## config.mk

```make
export PLATFORM = sky130hd
export DESIGN_NAME = sd_req_arbiter
export DESIGN_NICKNAME = d
export VERILOG_FILES = /design/src/rtl/sd_req_arbiter.sv
export SDC_FILE = /design/constraint.sdc
export NUM_CORES = 1
export LEC_CHECK = 0
export BUFFER_PORTS_ARGS = -buffer_cell sky130_fd_sc_hd__buf_2
export CORE_AREA = 2 2 70 99
export CTS_BUF_LIST = sky130_fd_sc_hd__clkbuf_4
export DETAILED_ROUTE_END_ITERATION = 10
export DIE_AREA = 0 0 72 101
export HOLD_SLACK_MARGIN = 0.15
export PLACE_DENSITY = 0.95
export SYNTH_ARGS = -nofsm -noshare
export SYNTH_HDL_FRONTEND = slang
export SYNTH_SLANG_ARGS = --single-unit
```

## constraint.sdc

```tcl
create_clock -name clk -period 8.06 [get_ports clk]
set_clock_uncertainty 0.05 [all_clocks]
set_input_delay 0.806 -clock clk [delete_from_list [all_inputs] [get_ports clk]]
set_output_delay 0.806 -clock clk [all_outputs]
set_load 0.01 [all_outputs]
```

## src/rtl/sd_req_arbiter.sv

```systemverilog
// Round-robin arbiter sharing one block-device bridge between NREQ sector requesters.
// Define SD_ARB_TIMEOUT_EN to build the REQ-state wait limit and the sticky timeout_err flag.
module sd_req_arbiter #(
  parameter int NREQ           = 3,
  parameter int TIMEOUT_CYCLES = 1048576
) (
  input  logic                 clk,
  input  logic                 reset_n,
  input  logic [NREQ-1:0]      req_rd,
  input  logic [NREQ-1:0]      req_wr,
  input  logic [32*NREQ-1:0]   req_lba,
  input  logic [8*NREQ-1:0]    req_buff_din,
  output logic [NREQ-1:0]      req_ack,
  output logic                 host_rd,
  output logic                 host_wr,
  output logic [31:0]          host_lba,
  output logic [1:0]           host_slot,
  input  logic                 host_ack,
  output logic [7:0]           buff_din,
  output logic                 busy,
  output logic                 timeout_err
);

  typedef enum logic [1:0] {S_IDLE, S_REQ, S_XFER, S_GAP} state_t;

  state_t          r_state, w_state_nx;
  logic [1:0]      r_owner, w_owner_nx;
  logic [1:0]      r_last, w_last_nx;
  logic [31:0]     r_lba, w_lba_nx;
  logic            r_rd, w_rd_nx;
  logic            r_wr, w_wr_nx;
  logic [NREQ-1:0] r_ack, w_ack_nx;
  logic [NREQ-1:0] w_pend;
  logic            w_found;
  logic [1:0]      w_pick;
  logic [1:0]      w_sel;
  logic            w_tmo;
  logic            w_terr_set;
  int              w_idx;

  assign w_pend = req_rd | req_wr;

  // First pending requester after last_grant, wrapping modulo NREQ.
  always_comb begin
    w_found = 1'b0;
    w_pick  = r_last;
    w_idx   = 0;
    for (int k = 1; k <= NREQ; k++) begin
      w_idx = (int'(r_last) + k) % NREQ;
      if (!w_found && w_pend[w_idx]) begin
        w_found = 1'b1;
        w_pick  = 2'(w_idx);
      end
    end
  end

  always_comb begin
    w_state_nx = r_state;
    w_owner_nx = r_owner;
    w_last_nx  = r_last;
    w_lba_nx   = r_lba;
    w_rd_nx    = r_rd;
    w_wr_nx    = r_wr;
    w_ack_nx   = r_ack;
    w_terr_set = 1'b0;
    unique case (r_state)
      S_IDLE: begin
        if (w_found) begin
          w_owner_nx = w_pick;
          w_last_nx  = w_pick;
          w_lba_nx   = req_lba[32*w_pick +: 32];
          // read wins when a requester raises both strobes
          w_rd_nx    = req_rd[w_pick];
          w_wr_nx    = !req_rd[w_pick];
          w_state_nx = S_REQ;
        end
      end
      S_REQ: begin
        if (host_ack) begin
          w_rd_nx           = 1'b0;
          w_wr_nx           = 1'b0;
          w_ack_nx          = '0;
          w_ack_nx[r_owner] = 1'b1;
          w_state_nx        = S_XFER;
        end else if (w_tmo) begin
          // abort: one-cycle ack so the requester is not left waiting
          w_rd_nx           = 1'b0;
          w_wr_nx           = 1'b0;
          w_ack_nx          = '0;
          w_ack_nx[r_owner] = 1'b1;
          w_terr_set        = 1'b1;
          w_state_nx        = S_GAP;
        end
      end
      S_XFER: begin
        w_ack_nx          = '0;
        w_ack_nx[r_owner] = host_ack;
        if (!host_ack) w_state_nx = S_GAP;
      end
      S_GAP: begin
        w_ack_nx   = '0;
        w_state_nx = S_IDLE;
      end
    endcase
  end

  always_ff @(posedge clk or negedge reset_n) begin
    if (!reset_n) begin
      r_state <= S_IDLE;
      r_owner <= 2'd0;
      r_last  <= 2'(NREQ-1);
      r_lba   <= '0;
      r_rd    <= 1'b0;
      r_wr    <= 1'b0;
      r_ack   <= '0;
    end else begin
      r_state <= w_state_nx;
      r_owner <= w_owner_nx;
      r_last  <= w_last_nx;
      r_lba   <= w_lba_nx;
      r_rd    <= w_rd_nx;
      r_wr    <= w_wr_nx;
      r_ack   <= w_ack_nx;
    end
  end

`ifdef SD_ARB_TIMEOUT_EN
  localparam int CW = $clog2(TIMEOUT_CYCLES + 1);
  logic [CW-1:0] r_cnt;
  logic          r_terr;

  // Counts REQ cycles; held at zero elsewhere so every REQ entry starts fresh.
  assign w_tmo = (r_cnt == CW'(TIMEOUT_CYCLES - 1));

  always_ff @(posedge clk or negedge reset_n) begin
    if (!reset_n) begin
      r_cnt  <= '0;
      r_terr <= 1'b0;
    end else begin
      r_cnt  <= (r_state == S_REQ) ? CW'(r_cnt + 1'b1) : '0;
      if (w_terr_set) r_terr <= 1'b1;
    end
  end

  assign timeout_err = r_terr;
`else
  assign w_tmo       = 1'b0;
  assign timeout_err = 1'b0;
`endif

  assign busy      = (r_state != S_IDLE);
  assign w_sel     = busy ? r_owner : r_last;
  assign buff_din  = req_buff_din[8*w_sel +: 8];
  assign req_ack   = r_ack;
  assign host_rd   = r_rd;
  assign host_wr   = r_wr;
  assign host_lba  = r_lba;
  assign host_slot = r_owner;

endmodule

```

Yosys cells after proc, flatten, opt, wreduce, memory -nomap -nowiden

Index checks and enable logic that the tools add are counted.

Input port bits: 129
Bits in registers: 43
Logic and storage cells: 74
Output and inout bits: 49
RAM bits: 0
Bits in latches: 0
Bits in read-only memories: 0
Memories kept: 0

Divide/modulo/power cells: 3
Bitwise operators: 2
Shift operators: 2
Magnitude comparators: 6
Multiplexer cells: 31
Reduce and logical (&&, ||, !) cells: 14
Multipliers: 0
$add $sub $neg: 3
Eq/ne operators: 6

Operators with widths:

| operator                                            | number |
|---|---|
| < comparator 32 x 4 -> 1 bit, second input constant | 3 |
| modulo 32 x 3 -> 32 bit, second input constant      | 3 |
| indexed part select 96 x 8 -> 32 bit                | 1 |
| indexed part select 24 x 6 -> 8 bit                 | 1 |
| 2-to-1 mux 1 bit                                    | 14 |
| 2-to-1 mux 2 bit                                    | 7 |
| one-hot mux 3 bit (3 select lines)                  | 1 |
| binary-select mux 1 bit (select 2 bit)              | 4 |
| one-hot mux 2 bit (4 select lines)                  | 1 |
| adder 2 x 2 -> 3 bit, second input constant         | 2 |
| < comparator 2 x 3 -> 1 bit, second input constant  | 2 |
| inequality test 2 bit, second input constant        | 3 |
| AND reduction 3 bit                                 | 2 |
| == test 2 bit, second input constant                | 2 |
| one-hot mux 1 bit (2 select lines)                  | 2 |
| AND reduction 2 bit                                 | 2 |
| nonzero test 2 bit                                  | 2 |
| adder 2 x 1 -> 3 bit, second input constant         | 1 |
| AND 3 bit                                           | 1 |
| logical AND 1 bit                                   | 3 |
| logical NOT 1 bit                                   | 3 |
| 2-to-1 mux 3 bit                                    | 1 |
| bitwise OR 3 bit                                    | 1 |
| nonzero test 3 bit                                  | 1 |
| 4 further kinds                                     | 4 |

Depth between registers and ports, before layout

Gate-level depths: netlist of run 1.

Depth after elaboration: 17
Mapped depth: 12
Mapped depth without buffers: 8

Worst setup path after synthesis of run 1

OpenSTA, ideal clock, no wires.

Path type: register -> register
Start point: reg, netlist name host_slot[0]
End point: reg r_lba[28], in the netlist host_lba[28]
Slack: 4.918 ns
Data required time: 7.924 ns
Path buffers: 4
Setup time: 0.086 ns
Clock period less this slack: 3.142 ns
Cell stages (with the launch flop): 12
Arrival time: 3.007 ns
Path through: dfrtp_1 > clkinv_1 > clkbuf_1 > ha_1 > buf_6 > o32a_1 > a2111o_1 > o211a_2 > or3_1 > buf_6 > buf_12 > o221ai_2

RTL lines:

| what                 | line | source |
|---|---|---|
| end signal, assigned | 120  | `r_lba <= w_lba_nx;` |
| end, declared        | 29   | `logic [31:0] r_lba, w_lba_nx;` |

==> impl_metrics.tcl, run 1 <==
set metrics [dict create \
    synth.area.top_cells "dfrtp_1 (33%), o221ai_2 (14%), mux2i_1 (13%)" \
    synth-seq-area-share_pct 33.5 \
    clock_sinks 42 \
    drive_above_1_share_pct 46.7 \
    dr.pass1.iters 4 \
    path_clk_slew_ns 0.12 \
    synth_area_sq_mm 0.00314 \
    grt_pass1_vias 3006 \
    leakagePower_nw 2.19 \
    coreArea_sq_mm 0.00644 \
    peakVddDrop_mv 0.545 \
    cts_tree "yes" \
    async_flop_share_pct 100 \
    dr_total_vias 3085 \
    gp_congestion 0.882 \
    netlist.area_leader.share_pct 32.7 \
    whs_ns 0.452 \
    finalHoldViolCount 0 \
    synth_cells 322 \
    max_freq_mhz 251 \
    finalSetupTns_ns 0 \
    post_cts_buffers 0 \
    slew_headroom_pct 34.5 \
    drt-total-wl_um 8790 \
    synth_edf_count 0 \
    syn-num-nets 459 \
    seq_area_sq_mm 0.00105 \
    critical_path_required_ns 8.24 \
    clk-insertion-delay-late_ns 0.33 \
    start_util_pct 48.7 \
    tightest_slew_ns 0.980 \
    setup_viol_count_final 0 \
    critPathMaxFanout 31 \
    ios 178 \
    ys.flop_type "dfrtp_1" \
    synth-seq-cells 42 \
    wl_per_cell_um 15.6 \
    powerDensity_mw_per_mm2 475 \
    cap_viol_max_count 0 \
    dpl.cell_count 554 \
    drtAntennaViolNets 0 \
    grt_first_pass_wirelength_um 13700 \
    syn_area_per_cell_sq_um 9.74 \
    yosysWarnings 0 \
    die_height_um 101 \
    antenna_cells 0 \
    num_rows 35 \
    status "finished, final reports clean" \
    die_w_um 72 \
    overflow 0 \
    end_kind "flip-flop" \
    drt_first_iter_violations 104 \
    viasPerCell 5.49 \
    hold_path_class "reg2reg" \
    cts_buffer_depth 2 \
    synth.distinct_cells 56 \
    cts_buffers 5 \
    rrSetupSlack_ns 4.08 \
    htreeDepth 2 \
    route.detailed.drc 0 \
    ctsHoldBuffers 0 \
    post-synth-top-area-cell "dfrtp_1" \
    fin_crit_sh_pct 49.4 \
    grt_use_total_pct 23.5 \
    cts_root_buf "clkbuf_4" \
    dp_slack_ns 4.14 \
    rsz0062_at_grt "false" \
    post_cts_resized 0 \
    crit_type "reg2reg" \
    multi_input_area_sq_mm 0.00179 \
    hpwl_um 7020 \
    port_buffers 176 \
    cp_data_arrival_time_ns 4.16 \
    grt_max_degree 43 \
    post-route-min-period_ns 3.98 \
    final_util_pct 62.7 \
    die_area_sq_mm 0.00727 \
    fill_cells 529 \
    setup_slack_ns 4.08 \
    cp-start-kind "flip-flop" \
    instances_no_fill 562 \
    finalMaxSlewViolations 0 \
    antenna_found_initial 0 \
    fin_nets 624 \
    syn_to_final_growth_pct 28.7 \
]
-- layout make-up --
cell class / count / share of cell area (%)
clock buffer: 5 / 0.930
clock inverter: 3 / 0.403
inverter: 39 / 3.63
multi-input combinational: 220 / 44.3
sequential: 42 / 26.1
tap: 74 / 2.29
timing repair buffer: 179 / 22.4
-- metal layers --
| layer | vias up | global-route usage, % | wire length, um |
|---|---|---|---|
| met4 | 0 | 7.98 | 178 |
| met1 | 1433 | 27.2 | 3310 |
| li1 | 1510 | - | - |
| met2 | 126 | 44.1 | 4810 |
| met5 | - | 0 | 0 |
| met3 | 16 | 2.80 | 500 |
-- logic make-up after synthesis --
group           count (synthesis)  share of synthesized area, %
flops                          42                          33.5
buf+inv                        60                          9.93
simple gates                   76                          10.9
fa+ha+maj                       8                          3.19
compound gates                 94                          29.2
mux                            41                          13.1
other cells                     1                         0.120
-- sequential cells by signal (all words and copies together), names as in the netlist --
name,flops
host_wr,1
host_slot,2
r_state,2
host_rd,1
req_ack,3
r_last,1
host_lba,32
-- final timing paths --
check                                    startpoint                  endpoint  depth (start not counted)
max                        host_slot[0]$_DFFE_PN0P_  host_lba[27]$_DFFE_PN0P_                          7
min                          req_ack[1]$_DFFE_PN0P_    req_ack[1]$_DFFE_PN0P_                          2
max reg2reg                host_slot[0]$_DFFE_PN0P_  host_lba[27]$_DFFE_PN0P_                          7
min reg2reg                  req_ack[1]$_DFFE_PN0P_    req_ack[1]$_DFFE_PN0P_                          2
max in group asynchronous                   reset_n    r_state[0]$_DFFE_PN0P_                          1
min in group asynchronous                   reset_n  host_lba[15]$_DFFE_PN0P_                          1
-- worst max-delay path: stages (launching register included) --
cell	delay, ns
dfrtp_1	0.51
clkinv_1	0.48
ha_1	0.53
o32a_1	0.43
a2111o_1	0.49
o211a_2	0.18
or3_2	0.84
o221ai_1	0.35
-- synth_stat cells, types with 2 or more instances --
library cell	count
o311ai_0	2
nor3_1	6
a21oi_1	19
buf_4	2
nand2_1	44
o211ai_1	2
o41ai_1	2
inv_1	38
o21a_1	2
a211oi_1	4
o21ai_0	6
o31ai_1	3
o22ai_1	2
buf_6	3
nor2_1	9
buf_12	3
mux2i_1	40
and2_1	2
o221ai_2	30
or3_1	4
nor3b_1	2
o211a_1	2
buf_2	6
clkbuf_1	7
dfrtp_1	41
o221ai_1	2
or2_2	2
nand2b_1	2
ha_1	8
-- power by group --
group / leakage, nW / internal (mW) / switching, mW
Clock: 0.0286 / 0.0325 / 0.0662
Sequential: 0.522 / 0.320 / 0.0671
Combinational: 1.64 / 0.602 / 0.831
Total: 2.19 / 0.955 / 0.964
-- layout by cell type, fill, tap and decap left out, types with 3 or more instances in the layout --
cell type,instances
o21ai_0,6
buf_4,3
o221ai_2,30
clkbuf_4,5
o31ai_1,3
nand2_1,43
inv_1,38
nor2_1,9
or3_1,3
a21oi_1,19
dfrtp_1,41
buf_2,176
mux2i_1,40
nor3_1,6
ha_1,8
a211oi_1,4
-- metrics by stage --
step | power (mW) | instance area (sq um)
after floorplan | 1.51 | 3140
after global placement | 1.76 | 3980
after detailed placement | 1.83 | 3980
after CTS | 1.94 | 4040
after global routing | 2.08 | 4040
final | 1.92 | 4040
Note: power is estimated with default switching activity, not from simulation.
==> run 2: changes to the inputs <==
CORE_AREA = 2 2 73 103   (was 2 2 70 99)
DIE_AREA = 0 0 75 105   (was 0 0 72 101)
PLACE_DENSITY = 0.9   (was 0.95)
clock period = 3.8 ns   (was 8.06 ns; I/O delays follow)
==> run 2 against run 1 <==
  * Flip-flop and latch count stayed put
  * Combinational power grew 120%
  * Non-clock buffer count increased by 4
  * Design area up 2.4%
  * Hold slack lost 0.22 ns
  * Count of clock-buffer cells in the layout unchanged
  * Worst setup slack got worse by 3.8 ns
  * Sequential power is 110% higher
  * Clock power rose to 2.9 times the previous value
  * Critical path type unchanged
  * Highest routed layer unchanged
==> impl_metrics.tcl, run 2 (synthesis results as in run 1) <==
set metrics [dict create \
    die_area_sq_mm 0.00788 \
    powerDensity_mw_per_mm2 1020 \
    route.detailed.drc 0 \
    post-route-min-period_ns 3.49 \
    wl_per_cell_um 15.9 \
    grt_first_pass_wirelength_um 15000 \
    cp-start-kind "flip-flop" \
    ctsHoldBuffers 1 \
    rrSetupSlack_ns 0.31 \
    overflow 0 \
    dpl.cell_count 578 \
    max_freq_mhz 286 \
    final_util_pct 60.0 \
    grt_max_degree 43 \
    finalHoldViolCount 0 \
    htreeDepth 2 \
    drive_above_1_share_pct 47.2 \
    viasPerCell 5.38 \
    layout_commonest_cell "buf_2" \
    tightest_slew_ns 0.943 \
    largest_register_ff_count 32 \
    antenna_found_initial 0 \
    port_buffers 176 \
    fin_crit_sh_pct 91.9 \
    drt-total-wl_um 9350 \
    hold_path_class "in2reg" \
    drt_first_iter_violations 158 \
    cts_root_buf "clkbuf_4" \
    grt_pass1_vias 3352 \
    finalMaxSlewViolations 0 \
    crit_type "reg2reg" \
    antenna_cells 0 \
    hpwl_um 7310 \
    syn_to_final_growth_pct 31.8 \
    status "finished, final reports clean" \
    end_kind "flip-flop" \
    coreArea_sq_mm 0.00689 \
    setup_viol_count_final 0 \
    finalSetupTns_ns 0 \
    gp_congestion 0.968 \
    num_rows 36 \
    clock_sinks 42 \
    dr.pass1.iters 4 \
    die_height_um 105 \
    die_w_um 75 \
    start_util_pct 45.5 \
    leakagePower_nw 2.23 \
    cts_tree "yes" \
    slew_headroom_pct 37.1 \
    post_cts_resized 0 \
    fin_nets 628 \
    cts_buffer_depth 2 \
    rsz0062_at_grt "false" \
    instances_no_fill 587 \
    cap_viol_max_count 0 \
    ios 178 \
    dr_total_vias 3156 \
    cp_data_arrival_time_ns 3.70 \
    final_cell_mix "buf_2 (176), nand2_1 (43), dfrtp_1 (41)" \
    peakVddDrop_mv 1.24 \
    critical_path_required_ns 4.01 \
    post_cts_buffers 0 \
    clk-insertion-delay-late_ns 0.34 \
    critPathMaxFanout 31 \
    grt_use_total_pct 24.1 \
    cts_buffers 5 \
    path_clk_slew_ns 0.13 \
    drtAntennaViolNets 0 \
]
## run 2: cell types whose count changed in the layout (fill, tap and decap cells not counted)
| cell | delta |
|---|---|
| clkinv_1 | -1 |
| bufinv_16 | +1 |
| dlygate4sd3_1 | +1 |
| buf_12 | +1 |
| clkinvlp_4 | -1 |
| clkinv_2 | +1 |
| buf_4 | +2 |
## run 2: worst max-delay path: stages (launching register included)
cell	delay, ns
dfrtp_1	0.52
clkinv_1	0.14
ha_1	0.37
o32a_1	0.44
a2111o_1	0.49
o211a_2	0.19
or3_2	0.86
o221ai_2	0.33
## run 2: worst paths after layout
| kind | startpoint | end | cells after the start |
|---|---|---|---|
| max | host_slot[0]$_DFFE_PN0P_ | host_lba[19]$_DFFE_PN0P_ | 7 |
| min | req_lba[58] | host_lba[26]$_DFFE_PN0P_ | 3 |
| max reg2reg | host_slot[0]$_DFFE_PN0P_ | host_lba[19]$_DFFE_PN0P_ | 7 |
| min reg2reg | host_lba[9]$_DFFE_PN0P_ | host_lba[9]$_DFFE_PN0P_ | 2 |
| max in group asynchronous | reset_n | req_ack[1]$_DFFE_PN0P_ | 2 |
| min in group asynchronous | reset_n | host_lba[16]$_DFFE_PN0P_ | 2 |
## run 2: cell type report
class	count	area, sq um
clock inverter	3	40.0
tap	95	119
multi-input combinational	220	1790
inverter	39	146
timing repair buffer	183	948
fill	624	2760
sequential	42	1050
clock buffer	5	37.5
## run 2: power breakdown
group / switching (mW) / total [mW] / internal (mW)
combinational: 1.79 / 3.12 / 1.32
sequential: 0.144 / 0.823 / 0.679
clock: 0.151 / 0.287 / 0.136
total: 2.09 / 4.23 / 2.14
## run 2: layer usage
metal | track usage [%] | share of wire, %
met2 | 45.4 | 56
met4 | 7.53 | 1.6
met5 | 0 | 0
met1 | 25.5 | 37
met3 | 4.53 | 5.1
## run 2: per-stage QoR
step	total power [mW]	setup WS, ns	instance area, sq um	hold slack [ns]
5_1_grt	4.56	0.152	4130	0.223
4_1_cts	4.25	0.365	4130	0.222
3_5_place_dp	3.96	0.369	4050	0.421
2_1_floorplan	3.21	0.658	3140	0.0344
3_3_place_gp	3.84	0.477	4050	0.416
6_report	4.23	0.309	4130	0.237
==> run 3: changes to the inputs <==
CORE_AREA = 2 2 90 126   (was 2 2 73 103)
CTS_CLUSTER_SIZE = 10   (was unset)
DIE_AREA = 0 0 92 128   (was 0 0 75 105)
PLACE_DENSITY = 0.65   (was 0.9)
==> run 3 against run 2 <==
  * Clock power fell by 22%
  * Flip-flop and latch count did not move
  * Design area rose by 0.48%
  * Global-route usage fell by 8.9 points
  * Register-to-register slack barely moved
  * Die area rose by 50%
  * Sequential power fell by 1%
  * Critical path type unchanged
  * Largest power group unchanged
==> impl_metrics.tcl, run 3 (synthesis results as in run 1) <==
set metrics [dict create \
    layout_commonest_cell "buf_2" \
    finalMaxSlewViolations 0 \
    crit_type "reg2reg" \
    port_buffers 176 \
    seq_power_share_pct 19.6 \
    p_int_mw 2.07 \
    cpMostUsedCell "buf_4" \
    peakVddDrop_mv 0.583 \
    clock_sinks 42 \
    fin_nets 627 \
    wl_per_cell_um 14.5 \
    grt_max_degree 43 \
    setup_slack_ns 0.306 \
    final_util_pct 38.8 \
    critical_path_required_ns 3.97 \
    max_stage_delay_ns 0.83 \
    die_w_um 92 \
    crit_start "host_slot[0]$_DFFE_PN0P_" \
    die_height_um 128 \
    fill_cells 1101 \
    post-route-min-period_ns 3.49 \
    finalSetupTns_ns 0 \
    post_cts_resized 0 \
    ff2ff_path_depth 10 \
    ios 178 \
    crit_cells 10 \
    sw_frac_of_total_pct 49.9 \
    grt_pass1_vias 3123 \
    power_frac_clock_pct 5.4 \
    leakagePower_nw 2.21 \
    slew_headroom_pct 32.5 \
    dp_slack_ns 0.268 \
    end_kind "flip-flop" \
    start_util_pct 29.3 \
    num_rows 45 \
    r2r_start "host_slot[0]$_DFFE_PN0P_" \
    final_cell_mix "buf_2 (176), nand2_1 (43), dfrtp_1 (41)" \
    rrSetupSlack_ns 0.31 \
    fin_crit_sh_pct 92.0 \
    largest_register_ff_count 32 \
    rsz0062_at_grt "false" \
    cts_root_buf "clkbuf_4" \
    gp_congestion 0.979 \
    cts_tree "yes" \
    cts_buffers 5 \
    drt-total-wl_um 9180 \
    critPathSlowestCell "o211ai_4" \
    r2r_end "host_lba[5]$_DFFE_PN0P_" \
    path_clk_slew_ns 0.12 \
    htreeDepth 2 \
    max_freq_mhz 286 \
    worstPathCellList "clkinv_1 -> buf_4 -> ha_1 -> o21ba_2 -> o21a_1 -> a211oi_1 -> o211ai_4 -> buf_4 -> mux2i_1 -> o221ai_2" \
    hpwl_um 7220 \
    cp_data_arrival_time_ns 3.66 \
    finalHoldViolCount 0 \
    overflow 0 \
    critPathBufInv 3 \
    cp-start-kind "flip-flop" \
    grt_first_pass_wirelength_um 14500 \
    route.detailed.drc 0 \
    viasPerCell 4.91 \
    dpl.cell_count 623 \
    drt_first_iter_violations 103 \
    cp_top_family "compound AO/OA/AOI/OAI gates" \
    tightest_slew_ns 0.993 \
    drive_above_1_share_pct 47.0 \
    antenna_found_initial 1 \
    cap_viol_max_count 0 \
    setup_viol_count_final 0 \
    hold_path_class "in2reg" \
    status "finished, final reports clean" \
    syn_to_final_growth_pct 32.4 \
    powerDensity_mw_per_mm2 996 \
    power_frac_comb_pct 75.0 \
    endpoint "host_lba[5]$_DFFE_PN0P_" \
    whs_ns 0.237 \
    drtAntennaViolNets 0 \
    dr_total_vias 3111 \
    post_cts_buffers 0 \
    die_area_sq_mm 0.0118 \
    grt_use_total_pct 15.2 \
    cts_buffer_depth 2 \
    coreArea_sq_mm 0.0107 \
    power_switching_mw 2.06 \
    instances_no_fill 633 \
    critPathMaxFanout 23 \
    clk-insertion-delay-late_ns 0.35 \
    dr.pass1.iters 4 \
]
==> run 3: worst reg2reg max path: stages, from the launching register on <==
cell and delay, ns:
dfrtp_1 0.52, clkinv_1 0.14, buf_4 0.21, ha_1 0.22, o21ba_2 0.24, o21a_1 0.26
a211oi_1 0.13, o211ai_4 0.83, buf_4 0.34, mux2i_1 0.30, o221ai_2 0.12
==> run 3: worst min path at each step <==
stage	from	endpoint	slack [ns]	depth (start not counted)
3_3_place_gp	host_lba[27]$_DFFE_PN0P_	host_lba[27]$_DFFE_PN0P_	0.42	2
2_1_floorplan	reset_n	host_lba[0]$_DFFE_PN0P_	0.03	0
3_5_place_dp	host_lba[18]$_DFFE_PN0P_	host_lba[18]$_DFFE_PN0P_	0.42	2
6_report	req_lba[58]	host_lba[26]$_DFFE_PN0P_	0.24	3
5_1_grt	req_lba[58]	host_lba[26]$_DFFE_PN0P_	0.22	3
4_1_cts	req_lba[58]	host_lba[26]$_DFFE_PN0P_	0.20	3
==> run 3: layout make-up <==
class	count	area, sq um	share of cell area [%]
inverters	39	146	3.53
well taps	141	176	4.25
diodes	1	2.50	0.0603
clock inverters	2	8.76	0.211
clock buffers	6	45.0	1.08
multi-input cells	220	1790	43.2
flip-flops and latches	42	1050	25.3
repair buffers	182	928	22.4
==> run 3: what timing repair did <==
action | CTS | global route
hold buffers | 1 | 0
endpoints found under the setup margin | 0 | 0
hold endpoints to repair | 41 | 0
==> run 3: power by group through the flow <==
stage | combinational, mW | sequential (mW) | clock [mW]
CTS | 3.16 | 0.814 | 0.238
finish | 3.10 | 0.812 | 0.223
detailed placement | 3.15 | 0.823 | 0
global placement | 3.07 | 0.817 | 0
floorplan | 2.32 | 0.889 | 0
global route | 3.41 | 0.841 | 0.245
==> run 3: routing by layer <==
| metal | track usage (%) | wire length, um | vias to the layer above |
|---|---|---|---|
| li1 | - | - | 1523 |
| met1 | 16.3 | 3570 | 1462 |
| met2 | 29.5 | 4970 | 116 |
| met3 | 2.29 | 487 | 10 |
| met4 | 5.62 | 146 | 0 |
| met5 | 0 | 0 | - |
==> run 3: stage by stage <==
stage	power (mW)	instance area (sq um)
after floorplan	3.21	3140
after global placement	3.88	4090
after detailed placement	3.98	4090
after CTS	4.21	4150
after global routing	4.50	4150
final	4.14	4150
